--- config.mk ---
export PLATFORM = sky130hd
export DESIGN_NAME = interrupt_responder
export DESIGN_NICKNAME = d
export VERILOG_FILES = /design/src/rtl/interrupt_responder.sv
export SDC_FILE = /design/constraint.sdc
export NUM_CORES = 1
export LEC_CHECK = 0
export BUFFER_PORTS_ARGS = -buffer_cell sky130_fd_sc_hd__buf_2
export CAP_MARGIN = 20
export CORE_AREA = 3 3 194 234
export DETAILED_ROUTE_END_ITERATION = 6
export DIE_AREA = 0 0 197 237
export PLACE_DENSITY_LB_ADDON = 0.12
export SLEW_MARGIN = 20
export SYNTH_ARGS = -nofsm -noshare
export SYNTH_HDL_FRONTEND = slang
export SYNTH_SLANG_ARGS = --single-unit
--- constraint.sdc ---
create_clock -name clk -period 6.6 [get_ports clk]
set_input_delay 0.33 -clock clk [delete_from_list [all_inputs] [get_ports clk]]
set_output_delay 0.33 -clock clk [all_outputs]
set_load 0.05 [all_outputs]
--- src/rtl/interrupt_responder.sv ---
`default_nettype none
// ============================================================================
// Module      : interrupt_responder
// Description : TLX-side responder for AP interrupt requests. Accepts
//               intrp_req commands, answers with intrp_resp (and intrp_rdy
//               after a pending response) according to a programmable policy,
//               and logs every delivered interrupt in a small FIFO.
// Revision    : 1.0 - initial release
// ============================================================================
module interrupt_responder #(
  parameter int unsigned RSP_LATENCY = 4,   // 1..255
  parameter int unsigned RDY_DELAY   = 16,  // 1..65535
  parameter int unsigned LOG_DEPTH   = 4    // power of 2
) (
  input  logic        clk,
  input  logic        rst_n,
  input  logic        tlx_cmd_valid,
  input  logic [7:0]  tlx_cmd_opcode,
  input  logic [67:0] tlx_cmd_obj,
  input  logic [15:0] tlx_cmd_afutag,
  input  logic [19:0] tlx_cmd_pasid,
  input  logic [11:0] tlx_cmd_actag,
  output logic        tlx_rsp_valid,
  output logic [7:0]  tlx_rsp_opcode,
  output logic [3:0]  tlx_rsp_code,
  output logic [15:0] tlx_rsp_afutag,
  input  logic [1:0]  cfg_mode,
  input  logic [3:0]  cfg_retry_num,
  input  logic        cfg_rdy_retry,
  output logic        log_valid,
  input  logic        log_ready,
  output logic [63:0] log_src,
  output logic [19:0] log_pasid,
  output logic [11:0] log_actag,
  output logic        busy,
  output logic        err_overlap,
  output logic [31:0] delivered_cnt
);

  localparam logic [7:0]  c_op_resp  = 8'h0C;
  localparam logic [7:0]  c_op_rdy   = 8'h1A;
  localparam logic [7:0]  c_op_intrp = 8'h58;
  localparam logic [3:0]  c_done     = 4'h0;
  localparam logic [3:0]  c_retry    = 4'h2;
  localparam logic [3:0]  c_pending  = 4'h4;
  localparam logic [3:0]  c_failed   = 4'hE;
  localparam logic [15:0] c_lat_load = 16'(RSP_LATENCY - 1);
  localparam logic [15:0] c_rdy_load = 16'(RDY_DELAY - 1);
  localparam int unsigned c_ptr_w    = (LOG_DEPTH > 1) ? $clog2(LOG_DEPTH) : 1;
  localparam int unsigned c_cnt_w    = $clog2(LOG_DEPTH + 1);
  localparam logic [c_ptr_w-1:0] c_ptr_last = c_ptr_w'(LOG_DEPTH - 1);
  localparam logic [c_cnt_w-1:0] c_cnt_full = c_cnt_w'(LOG_DEPTH);

  typedef enum logic [4:0] {
    ST_IDLE     = 5'b00001,
    ST_DELAY    = 5'b00010,
    ST_RESP     = 5'b00100,
    ST_RDY_WAIT = 5'b01000,
    ST_RDY      = 5'b10000
  } state_e;

  state_e        state_q;
  logic [15:0]   cnt_q;
  logic [7:0]    op_q;
  logic          obj_bad_q;
  logic [63:0]   src_q;
  logic [15:0]   tag_q;
  logic [19:0]   pasid_q;
  logic [11:0]   actag_q;
  logic [1:0]    mode_q;
  logic [3:0]    retry_num_q;
  logic          rdy_retry_q;
  logic [3:0]    retry_cnt_q;
  logic          pend_served_q;
  logic          rdy_retry_used_q;
  logic          err_overlap_q;
  logic [31:0]   delivered_cnt_q;
  logic          rsp_valid_q;
  logic [7:0]    rsp_opcode_q;
  logic [3:0]    rsp_code_q;
  logic [15:0]   rsp_afutag_q;

  logic [95:0]         mem_q [LOG_DEPTH];
  logic [c_ptr_w-1:0]  wr_ptr_q;
  logic [c_ptr_w-1:0]  rd_ptr_q;
  logic [c_cnt_w-1:0]  count_q;
  logic [c_cnt_w-1:0]  count_d;

  logic        w_cmd_legal;
  logic        w_full;
  logic        w_resp_fire;
  logic        w_push;
  logic        w_pop;
  logic [3:0]  w_code;
  logic        w_retry_inc;
  logic        w_set_pend;
  logic        w_rdy_issue;
  logic        w_rdy_retry_now;
  logic [3:0]  w_rdy_code;
  logic [95:0] w_head;

  // 0x58..0x5B are the interrupt-request family accepted by this responder
  assign w_cmd_legal = tlx_cmd_valid && (tlx_cmd_opcode[7:2] == 6'b010110);
  assign w_full      = (count_q == c_cnt_full);
  assign w_resp_fire = (state_q == ST_DELAY) && (cnt_q == 16'd0);
  assign w_push      = w_resp_fire && (w_code == c_done);
  assign w_pop       = log_valid && log_ready;

  // The RDY_DELAY countdown starts in the RESP cycle, so RESP itself may issue rdy
  assign w_rdy_issue = (cnt_q == 16'd0) &&
                       (((state_q == ST_RESP) && (rsp_code_q == c_pending)) ||
                        (state_q == ST_RDY_WAIT));
  assign w_rdy_retry_now = rdy_retry_q && !rdy_retry_used_q;
  assign w_rdy_code      = w_rdy_retry_now ? c_retry : c_done;

  // Response code decision in priority order; FIFO fullness is taken before any pop
  always_comb begin
    w_code      = c_done;
    w_retry_inc = 1'b0;
    w_set_pend  = 1'b0;
    if ((op_q != c_op_intrp) || obj_bad_q) begin
      w_code = c_failed;
    end else if (mode_q == 2'd3) begin
      w_code = c_failed;
    end else if ((mode_q == 2'd1) && (retry_cnt_q < retry_num_q)) begin
      w_code      = c_retry;
      w_retry_inc = 1'b1;
    end else if ((mode_q == 2'd2) && !pend_served_q) begin
      w_code     = c_pending;
      w_set_pend = 1'b1;
    end else if (w_full) begin
      w_code = c_retry;
    end
  end

  // Command sequencing, policy state and registered response outputs
  always_ff @(posedge clk or negedge rst_n) begin
    if (!rst_n) begin
      state_q          <= ST_IDLE;
      cnt_q            <= '0;
      op_q             <= '0;
      obj_bad_q        <= 1'b0;
      src_q            <= '0;
      tag_q            <= '0;
      pasid_q          <= '0;
      actag_q          <= '0;
      mode_q           <= '0;
      retry_num_q      <= '0;
      rdy_retry_q      <= 1'b0;
      retry_cnt_q      <= '0;
      pend_served_q    <= 1'b0;
      rdy_retry_used_q <= 1'b0;
      err_overlap_q    <= 1'b0;
      delivered_cnt_q  <= '0;
      rsp_valid_q      <= 1'b0;
      rsp_opcode_q     <= '0;
      rsp_code_q       <= '0;
      rsp_afutag_q     <= '0;
    end else begin
      if (w_cmd_legal && (state_q != ST_IDLE)) begin
        err_overlap_q <= 1'b1;
      end
      case (state_q)
        ST_IDLE: begin
          if (w_cmd_legal) begin
            state_q     <= ST_DELAY;
            cnt_q       <= c_lat_load;
            op_q        <= tlx_cmd_opcode;
            obj_bad_q   <= |tlx_cmd_obj[67:64];
            src_q       <= tlx_cmd_obj[63:0];
            tag_q       <= tlx_cmd_afutag;
            pasid_q     <= tlx_cmd_pasid;
            actag_q     <= tlx_cmd_actag;
            mode_q      <= cfg_mode;
            retry_num_q <= cfg_retry_num;
            rdy_retry_q <= cfg_rdy_retry;
          end
        end
        ST_DELAY: begin
          if (cnt_q == 16'd0) begin
            state_q      <= ST_RESP;
            cnt_q        <= c_rdy_load;
            rsp_valid_q  <= 1'b1;
            rsp_opcode_q <= c_op_resp;
            rsp_code_q   <= w_code;
            rsp_afutag_q <= tag_q;
            if (w_retry_inc) begin
              retry_cnt_q <= retry_cnt_q + 4'd1;
            end
            if (w_set_pend) begin
              pend_served_q <= 1'b1;
            end
            if (w_code == c_done) begin
              delivered_cnt_q  <= delivered_cnt_q + 32'd1;
              retry_cnt_q      <= '0;
              pend_served_q    <= 1'b0;
              rdy_retry_used_q <= 1'b0;
            end
          end else begin
            cnt_q <= cnt_q - 16'd1;
          end
        end
        ST_RESP: begin
          rsp_valid_q  <= 1'b0;
          rsp_opcode_q <= '0;
          rsp_code_q   <= '0;
          rsp_afutag_q <= '0;
          if (rsp_code_q == c_pending) begin
            state_q <= ST_RDY_WAIT;
            cnt_q   <= cnt_q - 16'd1;
          end else begin
            state_q <= ST_IDLE;
          end
        end
        ST_RDY_WAIT: begin
          cnt_q <= cnt_q - 16'd1;
        end
        ST_RDY: begin
          state_q      <= ST_IDLE;
          rsp_valid_q  <= 1'b0;
          rsp_opcode_q <= '0;
          rsp_code_q   <= '0;
          rsp_afutag_q <= '0;
        end
        default: begin
          state_q <= ST_IDLE;
        end
      endcase
      // Issuing intrp_rdy overrides the RESP/RDY_WAIT defaults above
      if (w_rdy_issue) begin
        state_q          <= ST_RDY;
        cnt_q            <= '0;
        rsp_valid_q      <= 1'b1;
        rsp_opcode_q     <= c_op_rdy;
        rsp_code_q       <= w_rdy_code;
        rsp_afutag_q     <= tag_q;
        rdy_retry_used_q <= rdy_retry_used_q | w_rdy_retry_now;
      end
    end
  end

  // Log occupancy: a push is only ever decided when the FIFO is not full
  always_comb begin
    count_d = count_q;
    if (w_push && !w_pop) begin
      count_d = count_q + 1'b1;
    end else if (!w_push && w_pop) begin
      count_d = count_q - 1'b1;
    end
  end

  // Log FIFO pointers and occupancy
  always_ff @(posedge clk or negedge rst_n) begin
    if (!rst_n) begin
      wr_ptr_q <= '0;
      rd_ptr_q <= '0;
      count_q  <= '0;
    end else begin
      count_q <= count_d;
      if (w_push) begin
        wr_ptr_q <= (wr_ptr_q == c_ptr_last) ? '0 : wr_ptr_q + 1'b1;
      end
      if (w_pop) begin
        rd_ptr_q <= (rd_ptr_q == c_ptr_last) ? '0 : rd_ptr_q + 1'b1;
      end
    end
  end

  // Log FIFO storage; contents are masked at the outputs while empty
  always_ff @(posedge clk) begin
    if (w_push) begin
      mem_q[wr_ptr_q] <= {src_q, pasid_q, actag_q};
    end
  end

  assign w_head         = mem_q[rd_ptr_q];
  assign log_valid      = (count_q != '0);
  assign log_src        = log_valid ? w_head[95:32] : 64'd0;
  assign log_pasid      = log_valid ? w_head[31:12] : 20'd0;
  assign log_actag      = log_valid ? w_head[11:0]  : 12'd0;

  assign tlx_rsp_valid  = rsp_valid_q;
  assign tlx_rsp_opcode = rsp_opcode_q;
  assign tlx_rsp_code   = rsp_code_q;
  assign tlx_rsp_afutag = rsp_afutag_q;
  assign busy           = (state_q != ST_IDLE);
  assign err_overlap    = err_overlap_q;
  assign delivered_cnt  = delivered_cnt_q;

endmodule
`default_nettype wire

# After elaboration in Yosys (flattened, before gate mapping)
# Memories as Yosys holds them, arrays and structs flattened.
# Index checks and enable logic that the tools add are counted.
[totals] register_bits=224 mem_bits_rw=384 input_bits=135 elab_cells=143 memories=1
[classes] add_sub_neg=7 n_lt_le_gt_ge=1 eq_ne=19 n_mux=52 bitwise=1 reduce_logical=39
[mem_list] name="mem_q" depth=4 word_bits=96 rd=1 rd_ports_with_merged_regs=0 wr=1 line="83" text="logic [95:0] mem_q [LOG_DEPTH];"
[ops] cell="$mux W16" count=6
[ops] cell="$mux W64" count=1
[ops] cell="$pmux W16 S4" count=1
[ops] cell="$add A32 B1 Y32 const B" count=1
[ops] cell="$pmux W16 S2" count=1
[ops] cell="$mux W4" count=7
[ops] cell="$mux W20" count=1
[ops] cell="$pmux W5 S4" count=1
[ops] cell="$reduce_and A3 Y1" count=6
[ops] cell="$mux W1" count=17
[ops] cell="$logic_not A16 Y1" count=1
[ops] cell="$mux W8" count=2
[ops] cell="$pmux W8 S2" count=1
[ops] cell="$sub A16 B1 Y16 const B" count=1
[ops] cell="$mux W5" count=3
[ops] cell="$logic_and A1 B1 Y1" count=12
[ops] cell="$mux W12" count=1
[ops] cell="$mux W3" count=4
[ops] cell="$reduce_bool A2 Y1" count=6
[ops] cell="$eq A2 B2 Y1 const B" count=4
[ops] cell="$mux W2" count=4
[ops] cell="$ne A8 B7 Y1 const B" count=1
[ops] cell="$pmux W4 S2" count=1
[ops] cell="$eq A6 B5 Y1 const B" count=1
[ops] cell="other kinds (27)" count=35

# Logic depth before layout (Yosys ltp)
# Gate-level depths: netlist (run 1).
[depth] word_depth=12 mapped_depth=15 mapped_depth_nobuf=14

# Worst setup path before layout (run 1)
# Ideal clock, no wire load.
[synth_path] path_type="flip-flop to flip-flop" start="register cnt_q[5]" end="memory mem_q[0][0], enable pin" setup_time_ps=466 t_arrival_ps=4213 required_ps=6134 setup_slack_ps=1922 stages_incl_launch_ff=9 path_cell_list="dfrtp_1 -> or4_4 -> and4b_1 -> nand3_4 -> clkinv_4 -> nand4_2 -> inv_1 -> clkbuf_1 -> and2_1"
[synth_between] elab_chain_len=5
[synth_lines] item="start, declared" line="63" text="logic [15:0] cnt_q;"
[synth_lines] item="start signal, assigned" line="167" text="cnt_q <= c_lat_load;"
[synth_lines] item="start signal, assigned" line="182" text="cnt_q <= c_rdy_load;"
[synth_lines] item="start signal, assigned" line="200" text="cnt_q <= cnt_q - 16'd1;"
[synth_lines] item="$logic_not A16 Y1" line="105" text="assign w_resp_fire = (state_q == ST_DELAY) && (cnt_q == 16'd0);"
[synth_lines] item="$logic_and A1 B1 Y1" line="105"
[synth_lines] item="$logic_and A1 B1 Y1" line="106" text="assign w_push = w_resp_fire && (w_code == c_done);"
[synth_lines] item="named net w_push" line="92" text="logic w_push;"
[synth_lines] item="$mux W1" line="271" text="if (w_push) begin"
[synth_lines] item="$mux W1 (implied by the code)" line="272" text="mem_q[wr_ptr_q] <= {src_q, pasid_q, actag_q};"
[synth_lines] item="end, declared" line="83"
# The timed path passes the listed nets, and every way through them passes these cells.

# Worst setup path in the final report (run 1)
[layout_path] start="register op_q[5]" end="memory mem_q[3][11], enable pin"
[layout_between] elab_chain_len=7
[layout_lines] item="start, declared" line="64" text="logic [7:0] op_q;"
[layout_lines] item="start signal, assigned" line="168" text="op_q <= tlx_cmd_opcode;"
[layout_lines] item="$ne A8 B7 Y1" line="121" text="if ((op_q != c_op_intrp) || obj_bad_q) begin"
[layout_lines] item="$logic_or A1 B1 Y1" line="121"
[layout_lines] item="$mux W4" line="121"
[layout_lines] item="$logic_not A4 Y1" line="106"
[layout_lines] item="$logic_and A1 B1 Y1" line="106"
[layout_lines] item="$mux W1" line="271"
[layout_lines] item="$mux W1 (implied by the code)" line="272"
# Every way passes these cells.

==> metrics.cfg, run 1 <==
[status]
status = finished, final reports clean

[timing]
slew-limit-headroom = 0.310
hold_violations = 0
tightest_slew_ps = 1030
finalCritPeriodShare = 0.664
final_max_slew_viol_count = 0
max_freq_ghz = 0.228
clock-skew-final_ps = 21.1
finalSetupViolations = 0
tns_ps = 0
rsz0062_at_grt = no
final.min_clock_period_ps = 4380

[critical_path]
r2r-end = mem_q[3][11]$_DFFE_PP_
crit_slowest_cell = nand4_2
rrSetupSlack_ps = 2220
cp.required_ps = 6820
crit_chain = nor4bb_1, nand4b_1, a311oi_1, nand4_2, inv_1, buf_4, and2_4, buf_4
r2r_start = op_q[5]$_DFFE_PN0P_
reg2reg_depth = 8
start_kind = flip-flop
endpoint_kind = flip-flop
cp_common_cell = buf_4
max_stage_delay_ps = 640
arrival_ps = 4600
crit_type = reg -> reg
cp_max_fo = 42

[routing]
ant_nets = 0
finalWirelength_um = 48600
first_pass_iters = 6
viasPerCell = 5.47
routedWlPerCell_um = 20.5
drtIter0Drc = 659
drc = 0
num_vias = 13000

[global_routing]
grt_max_degree = 99
top_usage_layer = met2
grtUsageMet1 = 0.287
grt_pass1_vias = 13700
antenna_found_initial = 2
met2_usage = 0.362
grt_remaining_overflow = 0
grt_pass1_wl_um = 77000
use_met3 = 0.0400
grt.total_usage = 0.212

[die]
die_h_um = 237
coreArea_um2 = 43500
boundaryPins = 295
fp.dieW_um = 197
num_rows = 84
start_util = 0.545
dieArea_um2 = 46700

[worst_hold_path]
holdPathStages = 2
min_path_type = in -> reg
hold_path_end = pasid_q[1]$_DFFE_PN0P_
hold_start = tlx_cmd_pasid[1]

[cts]
post_cts_buffers = 0
cts_num_sinks = 601
htree_num_levels = 2
clockBufferDepth = 3
cts_resized = 0
clkSlewWorstSetupHoldPaths_ps = 60
cts_tree = yes
worstSkewPairLatency_ps = 590
cts_root_buf = clkbuf_16
cts_made_buffers = 58

[synth]
synth_area_um2 = 23700
synth.distinct_cells = 65
yosys_warnings = 0
yosys_most_used_dff = edfxtp_1
synth-edff-count = 384
syn_inst = 1347
ys_ff_latch = 601
synth_async_sr_flop_share = 0.361
postSynthAreaPerCell_um2 = 17.6
ys_seq_area_frac = 0.716

[finish]
nets = 1910
drive_above_1_share = 0.351
diodes = 0
final_cell_mix = edfxtp_1, buf_2, dfrtp_1
fin_util = 0.661
final_common_cell = edfxtp_1
seq_area_um2 = 17000
area_delta_synth_final_pct = 21.4
fillCellCount = 3084
multi_input_area_um2 = 6340

[power]
p_leak_uw = 0.0117
power_density_nw_per_um2 = 391
p_total_uw = 11200
peakVddDrop_mv = 0.234

[placement]
routabilityCongestion = 0.779
place_hpwl_um = 29900
io_buffers = 289

[run]
maxCapViolCount = 0

## cell usage after synthesis, types with 2 or more instances
library cell / count / share of area
buf_2: 18 / 0.0038
a21oi_1: 9 / 0.0019
nand3b_1: 2 / 0.00063
and2_1: 105 / 0.028
mux2_2: 123 / 0.058
dfrtp_1: 216 / 0.23
nor4b_2: 2 / 0.0013
nand4_1: 8 / 0.0021
nand4b_1: 3 / 0.0011
nor2_1: 30 / 0.0048
nand3_1: 33 / 0.0070
nor4_2: 2 / 0.0011
buf_1: 10 / 0.0016
nor3_1: 11 / 0.0023
ha_1: 12 / 0.0063
inv_1: 18 / 0.0029
nand2_1: 66 / 0.010
o211ai_1: 3 / 0.00095
nor4_1: 19 / 0.0050
nor4b_1: 2 / 0.00074
nand2b_1: 7 / 0.0018
xor2_1: 21 / 0.0078
nor3b_1: 3 / 0.00095
mux4_2: 96 / 0.091
edfxtp_1: 384 / 0.49
nor3_2: 5 / 0.0021
and3_1: 4 / 0.0011
or2_2: 3 / 0.00079
xnor2_1: 28 / 0.010
or3_1: 10 / 0.0026
clkbuf_1: 37 / 0.0059
and4_1: 3 / 0.0011
buf_4: 7 / 0.0022
o21ai_0: 10 / 0.0021
buf_6: 2 / 0.00095
a211oi_1: 2 / 0.00063
o21bai_1: 2 / 0.00063
a21o_1: 4 / 0.0013
## timing repair
action,in CTS,in global routing
endpoints found under the hold margin,203,0
setup endpoints to repair,0,0
hold buffers,121,0
## worst max path at each step
stage | end | startpoint
2_1_floorplan | mem_q[0][0]$_DFFE_PP_ | cnt_q[5]$_DFFE_PN0P_
3_3_place_gp | mem_q[3][75]$_DFFE_PP_ | cnt_q[4]$_DFFE_PN0P_
3_5_place_dp | mem_q[3][75]$_DFFE_PP_ | op_q[7]$_DFFE_PN0P_
4_1_cts | mem_q[3][11]$_DFFE_PP_ | op_q[5]$_DFFE_PN0P_
5_1_grt | mem_q[3][11]$_DFFE_PP_ | op_q[5]$_DFFE_PN0P_
6_report | mem_q[3][11]$_DFFE_PP_ | op_q[5]$_DFFE_PN0P_
## report_power, final
part | switching, uW | total, uW | leakage, uW | internal [uW]
Combinational | 2280 | 3470 | 0.00433 | 1190
Clock | 1340 | 3220 | 0.000920 | 1880
Sequential | 290 | 4550 | 0.00646 | 4260
Total | 3910 | 11200 | 0.0117 | 7330
## logic make-up (layout without fill, tap and decap cells)
group / count (synthesis) / in the layout / synth area share
DFF: 601 / 601 / 0.716
and+or+nand+nor: 329 / 329 / 0.0797
muxes: 219 / 219 / 0.150
buffers and inverters: 93 / 553 / 0.0176
xor gates and xnor gates: 49 / 49 / 0.0181
AOI/OAI and AO/OA: 42 / 42 / 0.0116
adders and majority gates: 13 / 13 / 0.00718
other: 1 / 5 / 0.000158
## critical path, delay by kind of cell, from the launching register on
kind,cells,cell delay [ps]
AND/OR/NAND/NOR,4,1910
buffers and inverters,3,1110
AO/OA/AOI/OAI,1,560
flip-flops,1,370
## final cells by class
type | count | share of cell area
multi-input combinational | 657 | 0.221
inverter | 19 | 0.00265
clock inverter | 25 | 0.00792
sequential | 601 | 0.590
clock buffer | 84 | 0.0570
tap | 559 | 0.0243
timing repair buffer | 425 | 0.0975
## routing by layer
metal  share of wire  wire length (um)
met1            0.42             20400
met5         0.00056                27
met3           0.051              2460
met4           0.022              1080
met2            0.51             24600
## registers in the layout, indices dropped and copies added, names as in the netlist, 8 cells and up
name / flops
actag_q: 12
cnt_q: 16
delivered_cnt: 32
mem_q: 384
op_q: 8
pasid_q: 20
src_q: 64
tag_q: 16
tlx_rsp_afutag: 16
## through the flow
stage | cells | instance area, um^2 | setup slack (ps) | hold slack (ps)
detailed placement | 2140 | 25700 | 2210 | 396
floorplan | 1351 | 23700 | 1920 | 34.4
CTS | 2370 | 28800 | 2200 | 12.2
global route | 2370 | 28800 | 1940 | 7.60
global placement | 2140 | 25700 | 2320 | 393
finish | 2370 | 28800 | 2220 | 48.2
Note: power is estimated with default switching activity, not from simulation.
==> inputs of run 2 (changes only) <==
Clock period 6.6 ns to 4.14 ns, I/O delays scaled along.
==> run 2 against run 1 <==
  * Via count increased by 0.78%
  * Worst setup slack worse by 1500 ps
  * Sequential share of layout area down 0.46 points
  * Cell count rose by 0.51%
  * Clock-buffer cell count is 8 higher
  * Clock skew up 2.1 ps
  * First-iteration DRC count decreased by 2.4%
  * Register-to-register slack worse by 1500 ps
  * Sequential power up 59%
  * Critical path depth rose by 3
==> metrics.cfg, run 2 (synthesis gave the netlist of run 1 again) <==
[finish]
final_common_cell = edfxtp_1
nets = 1921
area_delta_synth_final_pct = 22.4
largest_register_ffs = 384
regMostFlops = mem_q
drive_above_1_share = 0.353
diodes = 0
final_cells = 2382
final_cell_mix = edfxtp_1, buf_2, dfrtp_1

[timing]
setup_slack_ps = 725
finalCritPeriodShare = 0.825
final_max_slew_viol_count = 0
finalSetupViolations = 0
max_freq_ghz = 0.293
hold_violations = 0
clock-skew-final_ps = 23.2
tightest_slew_ps = 1050
rsz0062_at_grt = no
final.min_clock_period_ps = 3420
tns_ps = 0
slew-limit-headroom = 0.301

[worst_hold_path]
hold_path_end = state_q[1]$_DFFE_PN0P_
min_path_type = in -> reg
holdPathStages = 4
hold_start = tlx_cmd_opcode[5]

[cts]
clkSlewWorstSetupHoldPaths_ps = 60
cts_num_sinks = 601
cts_made_buffers = 58
cts_root_buf = clkbuf_16
worstSkewPairLatency_ps = 610
post_cts_buffers = 0
cts_tree = yes
htree_num_levels = 2
clockBufferDepth = 3
cts_resized = 0

[critical_path]
crit_type = reg -> reg
reg2reg_depth = 11
max_stage_delay_ps = 570
endpoint_kind = flip-flop
cp_common_cell = inv_1
rrSetupSlack_ps = 720
crit_chain = inv_1, ha_1, nor3b_1, and4b_1, nand3_4, clkinv_4, nand4_2, buf_4, inv_1, and2_4, buf_12
r2r_start = cnt_q[0]$_DFFE_PN0P_
cp-startpoint = cnt_q[0]$_DFFE_PN0P_
cp.required_ps = 4420
start_kind = flip-flop
arrival_ps = 3690
cp_max_fo = 38
crit_buf_inv = 5
crit_slowest_cell = and2_4
r2r-end = mem_q[3][81]$_DFFE_PP_
crit_family = simple AND/OR/NAND/NOR gates

[global_routing]
antenna_found_initial = 3
grt_pass1_vias = 13900
grt_max_degree = 99
grt_remaining_overflow = 0
grt.total_usage = 0.218
grt_pass1_wl_um = 78500

[placement]
post-place-cells = 2145
place_hpwl_um = 29300
io_buffers = 289
pre_cts_ws_ps = 725
routabilityCongestion = 0.820

[power]
peakVddDrop_mv = 0.391
power_density_nw_per_um2 = 622
p_leak_uw = 0.0118

[run]
maxCapViolCount = 0

[routing]
drtIter0Drc = 643
ant_nets = 0
first_pass_iters = 5
routedWlPerCell_um = 20.8
finalWirelength_um = 49600
viasPerCell = 5.49
num_vias = 13100
drc = 0

[die]
fp.dieW_um = 197
die_h_um = 237
boundaryPins = 295
dieArea_um2 = 46700
start_util = 0.545
coreArea_um2 = 43500
num_rows = 84

[status]
status = finished, final reports clean

run 2: cell types whose count changed in the layout (fill, tap and decap cells not counted):
cell	change
buf_12	+9
clkinvlp_4	+2
clkinv_2	-1
buf_4	-4
clkbuf_8	+2
clkbuf_1	+4
dlygate4sd3_1	+6
clkinv_1	-5
clkinv_4	-1
clkbuf_16	+2
bufinv_16	-2
run 2: what timing repair did:
item	CTS	global route
setup endpoints to repair	0	0
hold endpoints to repair	215	0
hold buffers	127	0
run 2: layout make-up:
class | instances | area [um^2]
Sequential cell | 601 | 17000
Fill cell | 3058 | 14500
Multi-Input combinational cell | 657 | 6340
Timing Repair Buffer | 436 | 3020
Clock buffer | 92 | 1730
Tap cell | 559 | 699
Clock inverter | 18 | 150
Inverter | 19 | 76.3
run 2: routing by layer:
metal  GRT usage  wire, um  up-vias
li1            -         -     5936
met1       0.293     20500     6698
met2       0.372     25100      355
met3      0.0421      3020       71
met4      0.0529       982        6
met5           0        28        -
run 2: power breakdown:
group	internal [uW]	leakage [uW]	switching (uW)
clock	2990	0.000920	2170
sequential	6790	0.00646	457
combinational	1940	0.00441	3670
run 2: stage by stage:
| step | power (uW) | hold slack [ps] | util | cell area, um^2 |
|---|---|---|---|---|
| after detailed placement | 13000 | 320 | 0.594 | 25800 |
| after CTS | 18200 | 58.9 | 0.666 | 29000 |
| after floorplan | 11500 | -88.6 | - | 23700 |
| after global routing | 18800 | 93.5 | 0.666 | 29000 |
| final | 18000 | 92.5 | 0.666 | 29000 |
| after global placement | 12900 | 316 | 0.594 | 25800 |
run 2: worst max-delay path by stage:
stage                                   endpoint  depth (start not counted)
final                     mem_q[3][81]$_DFFE_PP_                         11
after global routing      mem_q[3][72]$_DFFE_PP_                         11
after CTS                 mem_q[3][81]$_DFFE_PP_                          9
after detailed placement  mem_q[3][84]$_DFFE_PP_                          9
after global placement    mem_q[3][84]$_DFFE_PP_                          9
after floorplan            mem_q[0][0]$_DFFE_PP_                          8
run 2: worst min-delay path, delay by kind of cell:
kind	cells	cell delay (ps)
AO/OA/AOI/OAI	1	90
buffers and inverters	1	70
AND/OR/NAND/NOR	2	300
